--- src/rtl/store_buffer_if.sv ---
// Bundles the MEM-stage request side and the data-memory port side of the store buffer.
// The DUT connects through the slave modport; the pipeline/bench drives through the master modport.
interface store_buffer_if #(parameter int PTR_W = 2);
  logic              st_req;
  logic [31:0]       st_addr;
  logic [31:0]       st_data;
  logic [1:0]        st_size;
  logic              ld_req;
  logic [31:0]       ld_addr;
  logic [1:0]        ld_size;
  logic              stall;
  logic              misaligned;
  logic              full;
  logic              empty;
  logic [PTR_W:0]    count;
  logic              mem_w_en;
  logic              mem_r_en;
  logic [31:0]       mem_address;
  logic [31:0]       mem_w_data;
  logic [1:0]        mem_read_command;
  logic [1:0]        mem_write_command;

  modport master (
    output st_req, st_addr, st_data, st_size, ld_req, ld_addr, ld_size,
    input  stall, misaligned, full, empty, count,
           mem_w_en, mem_r_en, mem_address, mem_w_data, mem_read_command, mem_write_command
  );

  modport slave (
    input  st_req, st_addr, st_data, st_size, ld_req, ld_addr, ld_size,
    output stall, misaligned, full, empty, count,
           mem_w_en, mem_r_en, mem_address, mem_w_data, mem_read_command, mem_write_command
  );
endinterface

--- src/rtl/store_buffer.sv ---
// Posted-write FIFO between the MEM stage and data memory; drains one store per cycle
// whenever a non-conflicting load is not using the memory port.
module store_buffer #(
  parameter int DEPTH = 4,
  parameter int PTR_W = 2
) (
  input logic           clk,
  input logic           rst,
  store_buffer_if.slave bus
);

  localparam logic [PTR_W:0] DEPTH_CNT = (PTR_W+1)'(DEPTH);

  logic [31:0]      addr_q [DEPTH];
  logic [31:0]      data_q [DEPTH];
  logic [1:0]       size_q [DEPTH];
  logic [DEPTH-1:0] valid_q;
  logic [PTR_W-1:0] head_q;
  logic [PTR_W-1:0] tail_q;
  logic [PTR_W:0]   count_q;

  logic legal;
  logic full;
  logic empty;
  logic entry_hit;
  logic conflict;
  logic load_issue;
  logic enq;
  logic drain;

  always_comb begin
    legal = 1'b0;
    case (bus.st_size)
      2'd0:    legal = (bus.st_addr[1:0] == 2'b00);
      2'd1:    legal = ~bus.st_addr[0];
      2'd2:    legal = 1'b1;
      default: legal = 1'b0;
    endcase
  end

  always_comb begin
    entry_hit = 1'b0;
    for (int i = 0; i < DEPTH; i++) begin
      if (valid_q[i] && (addr_q[i][31:2] == bus.ld_addr[31:2]))
        entry_hit = 1'b1;
    end
  end

  // A legal store in the same cycle to the loaded word also blocks the load.
  assign full       = (count_q == DEPTH_CNT);
  assign empty      = (count_q == '0);
  assign conflict   = bus.ld_req &
                      (entry_hit | (bus.st_req & legal & (bus.st_addr[31:2] == bus.ld_addr[31:2])));
  assign load_issue = bus.ld_req & ~conflict;
  assign enq        = bus.st_req & legal & ~full;
  assign drain      = ~empty & ~load_issue;

  always_ff @(posedge clk) begin
    if (rst) begin
      head_q  <= '0;
      tail_q  <= '0;
      count_q <= '0;
      valid_q <= '0;
    end else begin
      if (enq) begin
        addr_q[tail_q]  <= bus.st_addr;
        data_q[tail_q]  <= bus.st_data;
        size_q[tail_q]  <= bus.st_size;
        valid_q[tail_q] <= 1'b1;
        tail_q          <= tail_q + 1'b1;
      end
      if (drain) begin
        valid_q[head_q] <= 1'b0;
        head_q          <= head_q + 1'b1;
      end
      case ({enq, drain})
        2'b10:   count_q <= count_q + 1'b1;
        2'b01:   count_q <= count_q - 1'b1;
        default: count_q <= count_q;
      endcase
    end
  end

  // While reset is held every output is quiet except empty.
  always_comb begin
    bus.stall             = 1'b0;
    bus.misaligned        = 1'b0;
    bus.full              = 1'b0;
    bus.empty             = 1'b1;
    bus.count             = '0;
    bus.mem_w_en          = 1'b0;
    bus.mem_r_en          = 1'b0;
    bus.mem_address       = '0;
    bus.mem_w_data        = '0;
    bus.mem_read_command  = '0;
    bus.mem_write_command = '0;
    if (!rst) begin
      bus.stall      = (bus.st_req & legal & full) | conflict;
      bus.misaligned = bus.st_req & ~legal;
      bus.full       = full;
      bus.empty      = empty;
      bus.count      = count_q;
      if (load_issue) begin
        bus.mem_r_en         = 1'b1;
        bus.mem_address      = bus.ld_addr;
        bus.mem_read_command = bus.ld_size;
      end else if (drain) begin
        bus.mem_w_en          = 1'b1;
        bus.mem_address       = addr_q[head_q];
        bus.mem_w_data        = data_q[head_q];
        bus.mem_write_command = size_q[head_q];
      end
    end
  end

endmodule

--- src/flat_wrapper.sv ---
// flat-port wrapper written by rule: the top's interface ports become plain ports
module store_buffer_flat 
#(
  parameter int DEPTH = 4,
  parameter int PTR_W = 2
)
  (clk, rst, bus_st_req, bus_st_addr, bus_st_data, bus_st_size, bus_ld_req, bus_ld_addr, bus_ld_size, bus_stall, bus_misaligned, bus_full, bus_empty, bus_count, bus_mem_w_en, bus_mem_r_en, bus_mem_address, bus_mem_w_data, bus_mem_read_command, bus_mem_write_command);
  store_buffer_if #(.PTR_W(PTR_W)) bus_i ();
  input logic clk;
  input logic rst;
  input wire logic [$bits(bus_i.st_req)-1:0] bus_st_req;
  input wire logic [$bits(bus_i.st_addr)-1:0] bus_st_addr;
  input wire logic [$bits(bus_i.st_data)-1:0] bus_st_data;
  input wire logic [$bits(bus_i.st_size)-1:0] bus_st_size;
  input wire logic [$bits(bus_i.ld_req)-1:0] bus_ld_req;
  input wire logic [$bits(bus_i.ld_addr)-1:0] bus_ld_addr;
  input wire logic [$bits(bus_i.ld_size)-1:0] bus_ld_size;
  output wire logic [$bits(bus_i.stall)-1:0] bus_stall;
  output wire logic [$bits(bus_i.misaligned)-1:0] bus_misaligned;
  output wire logic [$bits(bus_i.full)-1:0] bus_full;
  output wire logic [$bits(bus_i.empty)-1:0] bus_empty;
  output wire logic [$bits(bus_i.count)-1:0] bus_count;
  output wire logic [$bits(bus_i.mem_w_en)-1:0] bus_mem_w_en;
  output wire logic [$bits(bus_i.mem_r_en)-1:0] bus_mem_r_en;
  output wire logic [$bits(bus_i.mem_address)-1:0] bus_mem_address;
  output wire logic [$bits(bus_i.mem_w_data)-1:0] bus_mem_w_data;
  output wire logic [$bits(bus_i.mem_read_command)-1:0] bus_mem_read_command;
  output wire logic [$bits(bus_i.mem_write_command)-1:0] bus_mem_write_command;
  assign bus_i.st_req = bus_st_req;
  assign bus_i.st_addr = bus_st_addr;
  assign bus_i.st_data = bus_st_data;
  assign bus_i.st_size = bus_st_size;
  assign bus_i.ld_req = bus_ld_req;
  assign bus_i.ld_addr = bus_ld_addr;
  assign bus_i.ld_size = bus_ld_size;
  assign bus_stall = bus_i.stall;
  assign bus_misaligned = bus_i.misaligned;
  assign bus_full = bus_i.full;
  assign bus_empty = bus_i.empty;
  assign bus_count = bus_i.count;
  assign bus_mem_w_en = bus_i.mem_w_en;
  assign bus_mem_r_en = bus_i.mem_r_en;
  assign bus_mem_address = bus_i.mem_address;
  assign bus_mem_w_data = bus_i.mem_w_data;
  assign bus_mem_read_command = bus_i.mem_read_command;
  assign bus_mem_write_command = bus_i.mem_write_command;
  store_buffer #(.DEPTH(DEPTH), .PTR_W(PTR_W)) u_core (.clk(clk), .rst(rst), .bus(bus_i));
endmodule
--- config.mk ---
export PLATFORM = sky130hd
export DESIGN_NAME = store_buffer_flat
export DESIGN_NICKNAME = d
export VERILOG_FILES = /design/src/rtl/store_buffer_if.sv /design/src/rtl/store_buffer.sv /design/src/flat_wrapper.sv
export SDC_FILE = /design/constraint.sdc
export NUM_CORES = 1
export LEC_CHECK = 0
export ABC_AREA = 1
export BUFFER_PORTS_ARGS = -buffer_cell sky130_fd_sc_hd__buf_2
export CAP_MARGIN = 20
export CORE_MARGIN = 4
export CORE_UTILIZATION = 45
export CTS_BUF_LIST = sky130_fd_sc_hd__clkbuf_4
export CTS_CLUSTER_DIAMETER = 120
export DETAILED_ROUTE_END_ITERATION = 12
export PLACE_DENSITY = 0.7
export SETUP_SLACK_MARGIN = 0.3
export SLEW_MARGIN = 40
export SYNTH_ARGS = -nofsm -noshare
export SYNTH_HDL_FRONTEND = slang
export SYNTH_SLANG_ARGS = --single-unit
export TNS_END_PERCENT = 5
--- constraint.sdc ---
create_clock -name clk -period 7.6 [get_ports clk]
set_input_delay 0.38 -clock clk [delete_from_list [all_inputs] [get_ports clk]]
set_output_delay 0.38 -clock clk [all_outputs]
set_load 0.01 [all_outputs]
==> reports/metrics.csv <==
metric,value,unit
multi_input_area,0.004715,mm²
drt_iter0_drc,1030,
critPathCaptureType,output port,
drv_slew,0,
cts_root_buf,clkbuf_4,
vias_per_cell,5.142,
filler_cell_count,2622,
cp-start-kind,primary input,
crit_arrival,3820,ps
portBuffers,180,
holdCritPathClass,primary input to register,
vdd_drop_max,153.4,µV
final_util,55.44,%
fin_ws,3398,ps
grt_max_degree,91,
dp.final_hpwl,22.87,mm
synth_warnings,0,
nets,1834,
die_w,182.3,µm
sequential_cell_area,0.008193,mm²
numCtsBuffers,72,
avgSynthCellArea,9.381,µm²
synth_cell_types,30,
wire_per_inst,17.01,µm
seqPwrFrac,43.9,%
synth_enable_flop_cells,264,
syn_area,0.01368,mm²
grt_pass1_wl,57.82,mm
rsz0062_at_grt,no,
gr-total-overflow,0,
synth_compound_area_share,8.910,%
clockBufferDepth,3,
start_util,45.91,%
cts_tree,yes,
drive_gt1_share,20.24,%
seq_area_frac_synth,59.86,%
path_class,primary input to output port,
period_share,55.29,%
syn-num-nets,1572,
syn_inst,1458,
drt-total-wl,36.83,mm
fp.dieH,182.3,µm
cts_resized,0,
yosys.area.top_type,edfxtp_1,
grt_pass1_vias,11080,
clk_pin_slew,60,ps
p_comb_share,22.6,%
synthMuxAreaShare,0,%
worst_ep_required_time,7220,ps
core,0.02980,mm²
outcome,"complete, no violations",
antenna_found_initial,3,
switching_share,32.18,%
syn2layout_area_growth,20.77,%
tns,0,ps
dp_slack,3987,ps
tightest_slew,779.0,ps
dr.pass1.iters,7,
final-hold-violation-count,0,
power.internal,2702,µW
finClkSkew,68.80,ps
setup_viol,0,
max_freq,238.0,MHz
fin_total_pwr,3985,µW
dieArea,0.03325,mm²
synth_top_area_share,57.96,%
ys_ff_latch,277,
postRouteAntennaNets,0,
postCtsSetupRepairBufs,0,
p_per_area,241.2,mW/mm²
grt.total_usage,21.84,%
gp_congestion,0.9053,
row_count,63,
p_sw,1282,µW
cts.htree.levels,3,
clockPowerShare,33.5,%
remaining_drc_errors,0,
synth_simple_gate_area_share,20.98,%
worst_hold_slack,184.7,ps
vias,11140,
synth_top_family_by_area,simple AND/OR/NAND/NOR gates,
synth_xor_area_share,3.394,%
max-slew-margin-rel,48.06,%
async_flop_share,0,%
yosys.area_share.adder,0.9696,%
cap_violations,0,
clock_sinks,277,
synthTopCellsByArea,"edfxtp_1 58%, nand2_1 13%, a21oi_1 4.9%, nor2_1 3.3%, inv_1 3.1%",
ys.flop_type,edfxtp_1,
io_pins,181,
crit_fanout,35,
period_needed,4202,ps
insertion_delay,720,ps
leakage,0.006950,µW
-- layout make-up --
| cell class | count | share of cell area [%] |
|---|---|---|
| multi-input combinational | 982 | 28.54 |
| antenna | 2 | 0.03030 |
| inverter | 131 | 2.999 |
| timing repair buffer | 256 | 10.10 |
| clock buffer | 98 | 4.454 |
| tap | 390 | 2.954 |
| sequential | 277 | 49.59 |
| clock inverter | 30 | 1.333 |
-- power by group through the flow --
| stage | logic [µW] | clock network, µW | registers, µW |
|---|---|---|---|
| 3_3_place_gp | 851 | 0 | 1780 |
| 6_report | 902 | 1330 | 1750 |
| 5_1_grt | 1010 | 1450 | 1750 |
| 4_1_cts | 900 | 1360 | 1750 |
| 2_1_floorplan | 603 | 0 | 1750 |
| 3_5_place_dp | 869 | 0 | 1780 |
-- critical path, cell delays in order --
cell and delay (ps):
dlygate4sd3_1 550, buf_2 160, nor2_1 120, nand2_1 90, a21oi_1 430, nand3_1 210, nor3_2 260, nor2_4 70
nand3_4 170, nand2_4 390, inv_2 600, nand2_1 120, nand2_1 90, buf_2 130
-- repair_timing --
| item | CTS | global route |
|---|---|---|
| hold endpoints to repair | 264 | 0 |
| hold buffers | 66 | 0 |
| setup endpoints to repair | 0 | 0 |
-- registers in the layout (all words and copies together) (netlist names), named ones only --
name / count
u_core.tail_q: 2
u_core.head_q: 2
u_core.size_q: 8
u_core.data_q: 128
u_core.valid_q: 4
u_core.count_q: 3
u_core.addr_q: 128
-- stage by stage --
stage	area [µm²]	std cells
floorplan	13680	1458
global placement	14860	1969
detailed placement	14890	1970
CTS	16510	2164
global route	16520	2166
finish	16520	2166
-- path summary, 6_finish.rpt --
kind	from	endpoint	cells past startpoint	slack, ps
worst max-delay path	bus_st_size[1]	bus_mem_address[25]	14	3400
worst min-delay path	rst	u_core.count_q[1]	2	180
worst min register to register	u_core.count_q[1]	u_core.count_q[1]	2	520
worst max register to register	u_core.addr_q[0][8]	u_core.count_q[2]	17	4730
-- Yosys cell counts (13+ instances only) --
| cell | n |
|---|---|
| nand3_1 | 13 |
| nor3_2 | 31 |
| o21ai_1 | 16 |
| edfxtp_1 | 264 |
| nand4_1 | 19 |
| a21oi_1 | 134 |
| buf_2 | 14 |
| o22ai_1 | 18 |
| nor2_1 | 121 |
| inv_2 | 16 |
| dfxtp_1 | 13 |
| clkbuf_1 | 44 |
| nand2_1 | 482 |
| inv_1 | 113 |
| xor2_1 | 15 |
| xnor2_1 | 38 |
| o21ai_0 | 68 |
-- routing by layer --
metal  track usage [%]  wire length, µm  vias up
li1                  -                -     5410
met1             28.14            15270     5173
met2             35.65            17340      489
met3             6.677             3394       64
met4             6.785              819        2
met5                 0               11        -
-- cell families after synthesis --
kind of cell,Yosys count
AND/OR/NAND/NOR,681
flip-flops,277
AO/OA/AOI/OAI,238
buffers and inverters,199
XOR/XNOR,53
adder cells (fa/ha/maj),10
-- layout by cell type, fill, tap and decap left out, drive strengths merged --
master,instances
o21ai,84
xor2,15
a21oi,134
nor3,38
dfxtp,13
xnor2,38
or2,4
edfxtp,264
nor2,123
a22oi,2
clkbuf,98
nand2,483
clkinvlp,1
clkinv,25
ha,9
o22ai,18
fa,1
nand4,19
bufinv,3
diode,2
inv,132
buf,190
nand3,14
dlygate4sd3,66
No activity file was read; power rests on OpenSTA's default activity.
